[src/rtl/nibble_serial_add_ctrl.sv]
// rtl/nibble_serial_add_ctrl.sv - nibble-serial adder controller sharing one 4-bit ripple-carry adder
// Optional feature macro: NIBBLE_SERIAL_SUB_EN (enables subtraction through the sub port).

// Plain 4-bit ripple-carry adder, the only arithmetic in the block.
module ripple_carry_adder_4bit (
    input  logic [3:0] a,
    input  logic [3:0] b,
    input  logic       ci,
    output logic [3:0] s,
    output logic       co
);

    logic [4:0] c;

    assign c[0] = ci;

    genvar gi;
    generate
        for (gi = 0; gi < 4; gi++) begin : g_fa
            assign s[gi]   = a[gi] ^ b[gi] ^ c[gi];
            assign c[gi+1] = (a[gi] & b[gi]) | (c[gi] & (a[gi] ^ b[gi]));
        end
    endgenerate

    assign co = c[4];

endmodule

module nibble_serial_add_ctrl #(
    parameter int NIBBLES = 4
) (
    input  logic                 clk,
    input  logic                 rst_n,
    input  logic                 in_valid,
    output logic                 in_ready,
    input  logic [4*NIBBLES-1:0] a,
    input  logic [4*NIBBLES-1:0] b,
    input  logic                 cin,
    input  logic                 sub,
    output logic                 out_valid,
    input  logic                 out_ready,
    output logic [4*NIBBLES-1:0] sum,
    output logic                 cout
);

    localparam int         W        = 4 * NIBBLES;
    localparam logic [2:0] LAST_IDX = 3'(NIBBLES - 1);

    typedef enum logic [1:0] {
        IDLE = 2'd0,
        RUN  = 2'd1,
        DONE = 2'd2
    } state_t;

    state_t         state;
    state_t         state_nx;
    logic [W-1:0]   a_q;
    logic [W-1:0]   b_q;
    logic           carry;
    logic [2:0]     idx;
    logic [W-1:0]   b_eff;
    logic           cin_eff;
    logic [3:0]     nib_a;
    logic [3:0]     nib_b;
    logic [3:0]     nib_s;
    logic           nib_co;
    logic           accept;
    logic           last;

`ifdef NIBBLE_SERIAL_SUB_EN
    // Two's-complement subtract: invert B once at capture and force carry-in high.
    assign b_eff   = sub ? ~b : b;
    assign cin_eff = sub | cin;
`else
    logic unused_sub;
    assign unused_sub = sub;
    assign b_eff      = b;
    assign cin_eff    = cin;
`endif

    assign accept = (state == IDLE) && in_valid;
    assign last   = (idx == LAST_IDX);

    // Select the current nibble of each captured operand for the shared adder.
    always_comb begin
        nib_a = 4'd0;
        nib_b = 4'd0;
        for (int i = 0; i < NIBBLES; i++) begin
            if (idx == 3'(i)) begin
                nib_a = a_q[4*i +: 4];
                nib_b = b_q[4*i +: 4];
            end
        end
    end

    ripple_carry_adder_4bit u_adder (
        .a  (nib_a),
        .b  (nib_b),
        .ci (carry),
        .s  (nib_s),
        .co (nib_co)
    );

    // State register.
    always_ff @(posedge clk or negedge rst_n) begin
        if (!rst_n) begin
            state <= IDLE;
        end else begin
            state <= state_nx;
        end
    end

    // Next-state and handshake outputs; DONE always returns through IDLE before the next accept.
    always_comb begin
        state_nx  = state;
        in_ready  = 1'b0;
        out_valid = 1'b0;
        case (state)
            IDLE: begin
                in_ready = 1'b1;
                if (in_valid) begin
                    state_nx = RUN;
                end
            end
            RUN: begin
                if (last) begin
                    state_nx = DONE;
                end
            end
            DONE: begin
                out_valid = 1'b1;
                if (out_ready) begin
                    state_nx = IDLE;
                end
            end
            default: begin
                state_nx = IDLE;
            end
        endcase
    end

    // Operand capture and one nibble of addition per RUN cycle.
    always_ff @(posedge clk or negedge rst_n) begin
        if (!rst_n) begin
            a_q   <= '0;
            b_q   <= '0;
            carry <= 1'b0;
            idx   <= 3'd0;
            sum   <= '0;
            cout  <= 1'b0;
        end else if (accept) begin
            a_q   <= a;
            b_q   <= b_eff;
            carry <= cin_eff;
            idx   <= 3'd0;
        end else if (state == RUN) begin
            for (int i = 0; i < NIBBLES; i++) begin
                if (idx == 3'(i)) begin
                    sum[4*i +: 4] <= nib_s;
                end
            end
            carry <= nib_co;
            idx   <= idx + 3'd1;
            if (last) begin
                cout <= nib_co;
            end
        end
    end

endmodule

[config.mk]
export PLATFORM = sky130hd
export DESIGN_NAME = nibble_serial_add_ctrl
export DESIGN_NICKNAME = d
export VERILOG_FILES = /design/src/rtl/nibble_serial_add_ctrl.sv
export SDC_FILE = /design/constraint.sdc
export NUM_CORES = 1
export LEC_CHECK = 0
export CAP_MARGIN = 20
export CORE_MARGIN = 2
export CORE_UTILIZATION = 55
export DETAILED_ROUTE_END_ITERATION = 6
export PLACE_DENSITY = 0.85
export SKIP_LAST_GASP = 1
export SYNTH_ARGS = -nofsm -noshare
export SYNTH_HDL_FRONTEND = slang
export SYNTH_HIERARCHICAL = 1
export SYNTH_SLANG_ARGS = --single-unit
export TNS_END_PERCENT = 10
[constraint.sdc]
create_clock -name clk -period 8.3 [get_ports clk]
set_input_delay 0.83 -clock clk [delete_from_list [all_inputs] [get_ports clk]]
set_output_delay 0.83 -clock clk [all_outputs]
set_load 0.005 [all_outputs]
==> results.txt <==
Die ar.: 5551 sq um
DP Cell Count: 314
Buffers plus inverters on the worst setup path: 4
Clock Tree Root: clkbuf_8
Core area: 4755 sq um
Worst Hold Depth: 1
Ports: 57
CP arrival: 3740 ps
R2R cell count: 13
Vias per cell: 5.230
Leading cell types in the layout, fill and taps excluded: 55 x dfrtp_1, 54 x clkdlybuf4s50_1, 30 x mux2_4, 19 x mux2_2, 15 x inv_1
Die Wd: 74.51 um
Final worst path period share: 42.68%
Avg Cell Area, Syn: 13.40 sq um
Min-Delay Path Class: register to register
Crit-path cells: ha_1 > ha_1 > nor2_1 > a32o_1 > fa_1 > inv_1 > fa_1 > inv_1 > fa_1 > inv_1 > fa_1 > inv_1 > mux2_2
XOR/XNOR Fraction of Synth Area: 0%
WL final: 5076 um
Initial Utilization: 57.50%
Simple-Gate Fraction of Synth Area: 6.316%
Worst skew pair latency: 310 ps
Slew HR: 54.46%
Sw frac: 35.39%
Vias in the first global route: 1771
Metal2 WL: 2614 um
Register bit total from synthesis: 55
Post-synthesis compound-gate area fraction: 7.368%
Max VDD drop: 0.2205 mV
DRT met1 WL: 2228 um
Hold Vio Cnt, Final: 0
# rows: 25
Main combinational cell family by area after synthesis: multiplexers
Max-cap viol count: 0
Nets: 301
Worst clock skew: 5.495 ps
WS Path Type: register to register
RSZ-0062 raised after global routing: no
Hold_sp: sum[9]
H-tree depth: 2
Reg clk slew, reported paths: 90 ps
Delay-heaviest family, CP: adder cells
GR Overflow Total: 0
Post-CTS Setup Repair Bufs: 0
First-pass GRT wire length: 8452 um
CP max stage cell: nor2_1
CTS Hold Bufs: 0
Reg2reg start: idx[0]
Final Setup Violations: 0
Gate power share: 52.5%
ANT cells: 0
Setup TNS Final: 0 ps
Antenna violations before repair: 0
Asr flop ratio synth: 100.0%
Layout cell share with drive strength beyond 1: 23.53%
Min Tclk post-route: 3542 ps
Largest fanout on the critical path: 11
Hold endpoint: sum[9]
Status: completed
Antenna Nets Post-Route: 0
Uppermost routed layer: met4
Yosys cell types: 26
Post-synthesis mux area share: 24.67%
Layout area overhead: 22.24%
CP Depth: 13
Startpoint types: register
Most common cell after layout, fill and taps aside: dfrtp_1
PortBufs: 55
Mapped Nets: 251
Main synth FF type: dfrtp_1
Slew Limit Fails: 0
Worst Setup SP: idx[0]
Synth Area in Adders: 5.217%
Max clock buf depth: 2
Peak Freq: 282.3 MHz
R2R setup slack: 4760 ps
Routed via count: 1684
Worst Path Required: 8500 ps
Metal3 WL: 166 um
Post-DP HPWL: 3709 um
Sequential share of power: 36.8%
Drt drc: 0
Drt first pass iters: 4
Clock Sinks: 55
NetSw: 0.4724 mW
Netlist Area Pre-Place: 2734 sq um
CTS tree: built
Largest net degree at the start of global routing: 56
Clk pwr share: 10.8%
Pwr per Cell Area: 399.5 nW/um^2
Worst Max-Slew Pin Slew: 683.1 ps
Post-synth EDFFs: 0
Die H: 74.51 um
Total GRT Usage: 20.49%
Layout Cells excl Fill: 322
P_int: 0.8626 mW
Post-CTS Resized: 0
Cell count after synthesis: 204
DRT iter0 DRCs: 113
Yosys warning count: 6
Routability cong.: 0.7328
Worst R2R End: sum[11]
Leak Pwr: 1.488 nW
TritonCTS Buffers: 5
Max stage delay on crit path: 480 ps
Endpoint class of the critical path: register
Seq/Total Area, Yosys: 50.34%
Per-cell routed wire length: 15.76 um
## how the worst max path moves through the flow
stage	endpoint	slack, ps
4_1_cts	sum[11]	4760
2_1_floorplan	sum[11]	5120
6_report	sum[11]	4760
5_1_grt	sum[11]	4520
3_5_place_dp	sum[15]	4780
3_3_place_gp	sum[11]	4790
## through the flow
step	hold WS (ps)	total power [mW]	util (%)	setup WS (ps)	area, sq um
final	512.1	1.335	70.29	4758	3342
after global routing	525.1	1.442	70.29	4524	3342
after CTS	515.0	1.347	70.29	4761	3342
after detailed placement	490.2	1.204	68.58	4778	3261
after global placement	488.2	1.173	68.58	4789	3261
after floorplan	469.5	0.9815	-	5125	2734
## layout make-up
| type | instances | area [sq um] |
|---|---|---|
| fill | 353 | 1413 |
| sequential | 55 | 1376 |
| multi-input combinational | 121 | 1191 |
| timing repair buffer | 56 | 553.0 |
| tap | 67 | 83.83 |
| clock buffer | 7 | 76.32 |
| inverter | 15 | 56.30 |
| clock inverter | 1 | 5.005 |
## cell usage after synthesis (4+ instances only)
cell | count | area (sq um)
a21oi_1 | 9 | 45.04
o21ai_0 | 12 | 60.06
mux2_2 | 19 | 214.0
fa_1 | 4 | 80.08
dfrtp_1 | 55 | 1376
clkbuf_1 | 5 | 18.77
ha_1 | 5 | 62.56
mux2_4 | 30 | 450.4
a32o_1 | 8 | 80.08
inv_1 | 15 | 56.30
nand2_1 | 12 | 45.04
nand2b_1 | 9 | 56.30
## routing by layer
metal,vias to the layer above,GRT usage (%)
li1,798,-
met1,844,26.89
met2,36,35.30
met3,6,3.659
met4,0,5.357
met5,-,0
## sequential cells by signal (all words and copies together) (netlist names)
register  count
a_q          16
b_q          16
sum          16
idx           3
state         2
carry         1
cout          1
## power by group through the flow
stage	Combinational, mW	Clock (mW)	Sequential (mW)
2_1_floorplan	0.513	0	0.468
3_3_place_gp	0.685	0	0.488
3_5_place_dp	0.710	0	0.494
4_1_cts	0.711	0.145	0.491
5_1_grt	0.780	0.155	0.507
6_report	0.701	0.144	0.491
## worst register-to-register path: cells and delay by family (launching register included)
kind                       cells  cell delay [ps]
AOI/OAI and AO/OA              1              300
buffers and inverters          4              260
muxes                          1              270
and+or+nand+nor                1              480
adders and majority gates      6             1700
DFF                            1              440
## cell families after synthesis
family,count (synthesis)
AND/OR/NAND/NOR,31
multiplexers,50
AO/OA/AOI/OAI,31
flip-flops,55
buffers and inverters,28
adder cells (fa/ha/maj),9
No activity file was read; power rests on OpenSTA's default activity.
